==> src/rtl/fetch_if.sv <==
// fetch_if: instruction-memory, dispatch-control, BTB-training and output-register signals of the fetch stage
interface fetch_if;
    logic        imem_ren;
    logic [31:0] imem_addr;
    logic        imem_hit;
    logic [31:0] imem_load;
    logic        freeze;
    logic        halt;
    logic        branch_miss;
    logic [31:0] branch_correct_pc;
    logic        branch_resolved;
    logic [31:0] br_update_pc;
    logic        br_update_taken;
    logic [31:0] br_update_target;
    logic        out_valid;
    logic [31:0] out_imemload;
    logic [31:0] out_pc;
    logic [31:0] out_br_pc;
    logic        out_br_pred;

    modport master (
        output imem_ren, imem_addr, out_valid, out_imemload, out_pc, out_br_pc, out_br_pred,
        input  imem_hit, imem_load, freeze, halt, branch_miss, branch_correct_pc,
               branch_resolved, br_update_pc, br_update_taken, br_update_target
    );

    modport slave (
        input  imem_ren, imem_addr, out_valid, out_imemload, out_pc, out_br_pc, out_br_pred,
        output imem_hit, imem_load, freeze, halt, branch_miss, branch_correct_pc,
               branch_resolved, br_update_pc, br_update_taken, br_update_target
    );
endinterface

==> src/rtl/fetch.sv <==
// fetch: PC register, imem request, direct-mapped 2-bit-counter BTB and the fetch/dispatch output register
module fetch #(
    parameter logic [31:0] RESET_PC    = 32'h0000_0000,
    parameter int          BTB_ENTRIES = 16
) (
    input logic   CLK,
    input logic   nRST,
    fetch_if.master fif
);
    localparam int IDX = $clog2(BTB_ENTRIES);
    localparam int TW  = 30 - IDX;

    typedef enum logic {FETCH, HALTED} state_t;

    state_t state, next_state;
    logic [31:0] pc, next_pc;
    logic        next_valid, load;

    logic          btb_valid  [BTB_ENTRIES];
    logic [TW-1:0] btb_tag    [BTB_ENTRIES];
    logic [31:0]   btb_target [BTB_ENTRIES];
    logic [1:0]    btb_cnt    [BTB_ENTRIES];

    logic [IDX-1:0] idx, u_idx;
    logic [TW-1:0]  tag, u_tag;
    logic           pred, u_hit;
    logic [31:0]    npc;

    assign idx   = pc[IDX+1:2];
    assign tag   = pc[31:IDX+2];
    assign pred  = btb_valid[idx] && btb_tag[idx] == tag && btb_cnt[idx][1];
    assign npc   = pred ? btb_target[idx] : pc + 32'd4;
    assign u_idx = fif.br_update_pc[IDX+1:2];
    assign u_tag = fif.br_update_pc[31:IDX+2];
    assign u_hit = btb_valid[u_idx] && btb_tag[u_idx] == u_tag;

    assign fif.imem_ren  = state == FETCH;
    assign fif.imem_addr = pc;

    // Redirect beats halt beats accept; a hit that cannot be accepted is dropped and re-requested
    always_comb begin
        next_state = state;
        next_pc    = pc;
        next_valid = fif.out_valid;
        load       = 1'b0;
        if (fif.branch_miss) begin
            next_state = FETCH;
            next_pc    = {fif.branch_correct_pc[31:2], 2'b00};
            next_valid = 1'b0;
        end else if (fif.halt || state == HALTED) begin
            next_state = HALTED;
            next_valid = 1'b0;
        end else if (fif.imem_hit && (!fif.out_valid || !fif.freeze)) begin
            load       = 1'b1;
            next_pc    = npc;
            next_valid = 1'b1;
        end else if (!fif.freeze) begin
            next_valid = 1'b0;
        end
    end

    always_ff @(posedge CLK or negedge nRST) begin
        if (!nRST) begin
            state            <= FETCH;
            pc               <= RESET_PC;
            fif.out_valid    <= 1'b0;
            fif.out_imemload <= '0;
            fif.out_pc       <= '0;
            fif.out_br_pc    <= '0;
            fif.out_br_pred  <= 1'b0;
        end else begin
            state         <= next_state;
            pc            <= next_pc;
            fif.out_valid <= next_valid;
            if (load) begin
                fif.out_imemload <= fif.imem_load;
                fif.out_pc       <= pc;
                fif.out_br_pc    <= npc;
                fif.out_br_pred  <= pred;
            end
        end
    end

    // Training writes land at the edge, so a same-cycle lookup still sees the old entry
    always_ff @(posedge CLK or negedge nRST) begin
        if (!nRST) begin
            for (int i = 0; i < BTB_ENTRIES; i++) begin
                btb_valid[i]  <= 1'b0;
                btb_tag[i]    <= '0;
                btb_target[i] <= '0;
                btb_cnt[i]    <= 2'b00;
            end
        end else if (fif.branch_resolved) begin
            if (u_hit) begin
                btb_cnt[u_idx] <= fif.br_update_taken
                    ? (btb_cnt[u_idx] == 2'b11 ? 2'b11 : btb_cnt[u_idx] + 2'd1)
                    : (btb_cnt[u_idx] == 2'b00 ? 2'b00 : btb_cnt[u_idx] - 2'd1);
                if (fif.br_update_taken)
                    btb_target[u_idx] <= fif.br_update_target;
            end else if (fif.br_update_taken) begin
                btb_valid[u_idx]  <= 1'b1;
                btb_tag[u_idx]    <= u_tag;
                btb_target[u_idx] <= fif.br_update_target;
                btb_cnt[u_idx]    <= 2'b10;
            end
        end
    end
endmodule

==> src/flat_wrapper.sv <==
// flat-port wrapper written by rule: the top's interface ports become plain ports
module fetch_flat 
#(
    parameter logic [31:0] RESET_PC    = 32'h0000_0000,
    parameter int          BTB_ENTRIES = 16
)
  (CLK, nRST, fif_imem_ren, fif_imem_addr, fif_out_valid, fif_out_imemload, fif_out_pc, fif_out_br_pc, fif_out_br_pred, fif_imem_hit, fif_imem_load, fif_freeze, fif_halt, fif_branch_miss, fif_branch_correct_pc, fif_branch_resolved, fif_br_update_pc, fif_br_update_taken, fif_br_update_target);
  fetch_if fif_i ();
  input logic CLK;
  input logic nRST;
  output wire logic [$bits(fif_i.imem_ren)-1:0] fif_imem_ren;
  output wire logic [$bits(fif_i.imem_addr)-1:0] fif_imem_addr;
  output wire logic [$bits(fif_i.out_valid)-1:0] fif_out_valid;
  output wire logic [$bits(fif_i.out_imemload)-1:0] fif_out_imemload;
  output wire logic [$bits(fif_i.out_pc)-1:0] fif_out_pc;
  output wire logic [$bits(fif_i.out_br_pc)-1:0] fif_out_br_pc;
  output wire logic [$bits(fif_i.out_br_pred)-1:0] fif_out_br_pred;
  input wire logic [$bits(fif_i.imem_hit)-1:0] fif_imem_hit;
  input wire logic [$bits(fif_i.imem_load)-1:0] fif_imem_load;
  input wire logic [$bits(fif_i.freeze)-1:0] fif_freeze;
  input wire logic [$bits(fif_i.halt)-1:0] fif_halt;
  input wire logic [$bits(fif_i.branch_miss)-1:0] fif_branch_miss;
  input wire logic [$bits(fif_i.branch_correct_pc)-1:0] fif_branch_correct_pc;
  input wire logic [$bits(fif_i.branch_resolved)-1:0] fif_branch_resolved;
  input wire logic [$bits(fif_i.br_update_pc)-1:0] fif_br_update_pc;
  input wire logic [$bits(fif_i.br_update_taken)-1:0] fif_br_update_taken;
  input wire logic [$bits(fif_i.br_update_target)-1:0] fif_br_update_target;
  assign fif_imem_ren = fif_i.imem_ren;
  assign fif_imem_addr = fif_i.imem_addr;
  assign fif_out_valid = fif_i.out_valid;
  assign fif_out_imemload = fif_i.out_imemload;
  assign fif_out_pc = fif_i.out_pc;
  assign fif_out_br_pc = fif_i.out_br_pc;
  assign fif_out_br_pred = fif_i.out_br_pred;
  assign fif_i.imem_hit = fif_imem_hit;
  assign fif_i.imem_load = fif_imem_load;
  assign fif_i.freeze = fif_freeze;
  assign fif_i.halt = fif_halt;
  assign fif_i.branch_miss = fif_branch_miss;
  assign fif_i.branch_correct_pc = fif_branch_correct_pc;
  assign fif_i.branch_resolved = fif_branch_resolved;
  assign fif_i.br_update_pc = fif_br_update_pc;
  assign fif_i.br_update_taken = fif_br_update_taken;
  assign fif_i.br_update_target = fif_br_update_target;
  fetch #(.RESET_PC(RESET_PC), .BTB_ENTRIES(BTB_ENTRIES)) u_core (.CLK(CLK), .nRST(nRST), .fif(fif_i));
endmodule
==> config.mk <==
export PLATFORM = sky130hd
export DESIGN_NAME = fetch_flat
export DESIGN_NICKNAME = d
export VERILOG_FILES = /design/src/rtl/fetch_if.sv /design/src/rtl/fetch.sv /design/src/flat_wrapper.sv
export SDC_FILE = /design/constraint.sdc
export NUM_CORES = 2
export LEC_CHECK = 0
export ABC_CLOCK_PERIOD_IN_PS = 8600
export BUFFER_PORTS_ARGS = -buffer_cell sky130_fd_sc_hd__buf_2
export CAP_MARGIN = 25
export CORE_ASPECT_RATIO = 1.5
export CORE_UTILIZATION = 40
export CTS_BUF_LIST = sky130_fd_sc_hd__clkbuf_16
export DETAILED_ROUTE_END_ITERATION = 8
export MAX_ROUTING_LAYER = met4
export PLACE_DENSITY = 0.58
export SLEW_MARGIN = 20
export SYNTH_ARGS = -nofsm -noshare
export SYNTH_HDL_FRONTEND = slang
export SYNTH_SLANG_ARGS = --single-unit
==> constraint.sdc <==
create_clock -name CLK -period 8.6 [get_ports CLK]
set_input_delay 0 -clock CLK [delete_from_list [all_inputs] [get_ports CLK]]
set_output_delay 0 -clock CLK [all_outputs]
set_load 0.01 [all_outputs]
==> qor.csv <==
stage,metric,value,unit
timing,max-slew-margin-rel,24.8,%
place,post_dp_hpwl,109000,um
hold_path,class_of_the_tightest_hold_or_removal_check,input port to async pin,
timing,tightestPinTransition,1120,ps
final_layout,layout_common_cells,"1103 x sky130_fd_sc_hd__dfrtp_1, 709 x sky130_fd_sc_hd__mux2_2, 356 x sky130_fd_sc_hd__mux4_2",
drt,wirelength_met1,72100,um
worst_setup_path,worst-r2r-setup-slack,3120,ps
final_layout,layoutNonFillerInstCount,6010,
final_layout,post-route-util,46.1,%
place,io_port_bufs,262,
final_layout,flow.area_growth_from_synthesis,14.3,%
timing,timing.final.max_slew_violations,0,
drt,wire_per_inst,29.0,um
logic_synthesis,ys.flop_type,sky130_fd_sc_hd__dfrtp_1,
global_route,gr-total-overflow,0,
drt,dr.max_layer_used,met4,
logic_synthesis,ys_types,72,
timing,postLayoutSetupSlackWorst,3120,ps
pwr,max-vdd-ir-drop,163,uV
global_route,grtUsageTotal,26.1,%
timing,finalSetupViolations,0,
logic_synthesis,synth_top_cell_area_share,50.4,%
clock_tree,cts_hold_buffers,166,
clock_tree,clock_tree.buffer_depth,3,
logic_synthesis,synthCells,3889,
logic_synthesis,post_synth.cell_area_avg,14.1,um2
logic_synthesis,syn_area,54900,um2
place,postPlaceCellArea,57500,um2
logic_synthesis,yosys-top-cells-area,"sky130_fd_sc_hd__dfrtp_1 50%, sky130_fd_sc_hd__mux4_2 15%, sky130_fd_sc_hd__mux2_2 15%, sky130_fd_sc_hd__mux2_1 4.3%, sky130_fd_sc_hd__mux2i_1 2.8%",
global_route,global_route_wire_length_before_repair,261000,um
logic_synthesis,count_of_flip_flops_with_a_built_in_enable_after_synthesis,0,
timing,fmaxAchievable,182,MHz
pwr,fin_total_pwr,15.0,mW
run,drv_cap,0,
die,ios,267,
timing,period_needed,5480,ps
timing,grt_setup_unrepaired,false,
drt,dr_wl_met2,84800,um
final_layout,layout_commonest_cell,sky130_fd_sc_hd__dfrtp_1,
worst_setup_path,start_kind,flip-flop,
global_route,grt_max_degree,176,
logic_synthesis,count_of_yosys_warnings_during_synthesis,0,
die,overall_die_area,139000,um2
global_route,initial_antenna_violation_count,11,
drt,drt-vias-per-instance,5.95,
worst_setup_path,rr_worst_depth,11,
drt,drt_pass1_iterations,6,
logic_synthesis,seq_area_frac_synth,50.4,%
clock_tree,worst_setup_hold_path_clk_slew,60,ps
clock_tree,tritoncts_clock_tree,built,
clock_tree,numCtsBuffers,112,
worst_setup_path,worst-path-max-fanout,37,
clock_tree,cts.repair_timing.setup_buffer_count,0,
timing,fin_crit_sh,63.7,%
drt,num_vias,35800,
timing,finalSetupTns,0,ps
place,place.gp.congestion,0.974,
worst_setup_path,cp.required,9180,ps
worst_setup_path,timing.setup.critical_path_class,flip-flop to flip-flop,
logic_synthesis,asyncSetResetFlopFracSynth,100,%
pwr,power_per_cell_area,238,nW/um2
die,die_width,305,um
die,core,136000,um2
drt,route.detailed.drc,0,
worst_setup_path,r2r_start,u_core.fif.imem_addr[2],
worst_setup_path,r2r_end,u_core.fif.out_br_pc[8],
drt,final_antenna_net_count,0,
final_layout,final_cell_area,62800,um2
worst_setup_path,cp_data_arrival_time,6060,ps
clock_tree,numClockSinks,1107,
logic_synthesis,synth_nets,4026,
logic_synthesis,ys_ff_latch,1107,
clock_tree,clock_tree.htree_level_count,3,
die,floorplan.initialDensity,40.3,%
logic_synthesis,post-synth-top-area-cell,sky130_fd_sc_hd__dfrtp_1,
worst_setup_path,crit_path_end_kind,flip-flop,
clock_tree,cts-root-buf,sky130_fd_sc_hd__clkbuf_16,
drt,drt_wl_total,175000,um
clock_tree,later_pin_clock_latency_in_the_skew_report,740,ps
final_layout,share_of_post_route_cells_with_drive_strength_above_1,38.1,%
timing,final-hold-violation-count,0,
die,dieHeight,456,um
run_status,run_status,finished clean,
final_layout,final_net_count,4291,
timing,fin_hold_ws,0.564,ps
pwr,power.leakage,27.8,nW
place,dpl_worst_slack,3060,ps
timing,fin_skew,41.0,ps
die,floorplan.rows,166,
drt,dr.first_iter.drc_count,3155,
drt,met3WireLength,9450,um
place,placed_cells_incl_taps,5637,
global_route,first_global_vias,37600,
clock_tree,post_cts_resize_count,0,
-- synthesized netlist by cell type, types with 36 or more instances --
library cell,n
sky130_fd_sc_hd__buf_6,40
sky130_fd_sc_hd__o21ai_0,166
sky130_fd_sc_hd__xnor2_1,44
sky130_fd_sc_hd__nand2b_1,38
sky130_fd_sc_hd__buf_1,44
sky130_fd_sc_hd__a22oi_1,37
sky130_fd_sc_hd__mux2_1,209
sky130_fd_sc_hd__inv_1,44
sky130_fd_sc_hd__mux4_2,356
sky130_fd_sc_hd__mux2i_1,153
sky130_fd_sc_hd__nand2_1,254
sky130_fd_sc_hd__clkbuf_1,203
sky130_fd_sc_hd__buf_2,43
sky130_fd_sc_hd__mux2_2,709
sky130_fd_sc_hd__nor2_1,65
sky130_fd_sc_hd__a21oi_1,36
sky130_fd_sc_hd__dfrtp_1,1107
-- state kept, by name (all words and copies together) (netlist names) --
register / flops
u_core.btb_target: 512
u_core.btb_valid: 16
u_core.fif.out_pc: 32
u_core.btb_tag: 416
u_core.state: 1
u_core.fif.out_br_pc: 32
u_core.fif.out_br_pred: 1
u_core.fif.out_imemload: 32
u_core.btb_cnt: 32
u_core.fif.out_valid: 1
u_core.fif.imem_addr: 32
-- metal layers --
| layer | track usage (%) | up-vias |
|---|---|---|
| li1 | - | 15000 |
| met1 | 33.4 | 19200 |
| met2 | 41.7 | 1189 |
| met3 | 3.51 | 347 |
| met4 | 11.4 | 0 |
| met5 | - | - |
-- logic make-up after synthesis --
group / after synthesis / share of synthesized area (%)
and+or+nand+nor: 500 / 4.22
xor gates and xnor gates: 62 / 0.989
muxes: 1427 / 36.2
DFF: 1107 / 50.4
adders and majority gates: 2 / 0.0410
AOI/OAI and AO/OA: 379 / 4.41
buffers and inverters: 412 / 3.71
-- report_power, final --
group | total (mW) | switching (mW) | internal [mW]
combinational | 3.29 | 1.55 | 1.74
clock | 4.79 | 2.13 | 2.66
sequential | 6.87 | 0.685 | 6.19
-- worst max-delay path by stage --
stage / startpoint / endpoint / slack [ps] / cells past startpoint
after floorplan: u_core.fif.imem_addr[2] / u_core.fif.imem_addr[25] / 5120 / 11
after global placement: fif_br_update_pc[2] / u_core.btb_tag[228] / 3070 / 11
after detailed placement: fif_br_update_pc[2] / u_core.btb_tag[160] / 3060 / 11
after CTS: u_core.fif.imem_addr[2] / u_core.fif.out_br_pc[8] / 3140 / 11
after global routing: u_core.fif.imem_addr[2] / u_core.fif.out_br_pc[8] / 2920 / 11
final: u_core.fif.imem_addr[2] / u_core.fif.out_br_pc[8] / 3120 / 11
-- area by class of cell --
class / count / area [um2]
clock buffers: 114 / 2850
well taps: 1764 / 2210
multi-input cells: 2370 / 25400
fillers: 12200 / 73500
clock inverters: 82 / 651
inverters: 50 / 190
repair buffers: 513 / 3770
flip-flops and latches: 1107 / 27700
diodes: 10 / 25.0
-- critical path: stages (launching register included) --
cell                        delay, ps
sky130_fd_sc_hd__dfrtp_4          910
sky130_fd_sc_hd__buf_4            700
sky130_fd_sc_hd__nor2_1           340
sky130_fd_sc_hd__a22o_1           290
sky130_fd_sc_hd__a221oi_1         640
sky130_fd_sc_hd__xnor2_1          160
sky130_fd_sc_hd__o41ai_2          300
sky130_fd_sc_hd__o2111ai_1        310
sky130_fd_sc_hd__nor4_4           350
sky130_fd_sc_hd__buf_4            620
sky130_fd_sc_hd__mux2i_1          510
sky130_fd_sc_hd__o21ai_0          140
No activity file was read; power rests on OpenSTA's default activity.
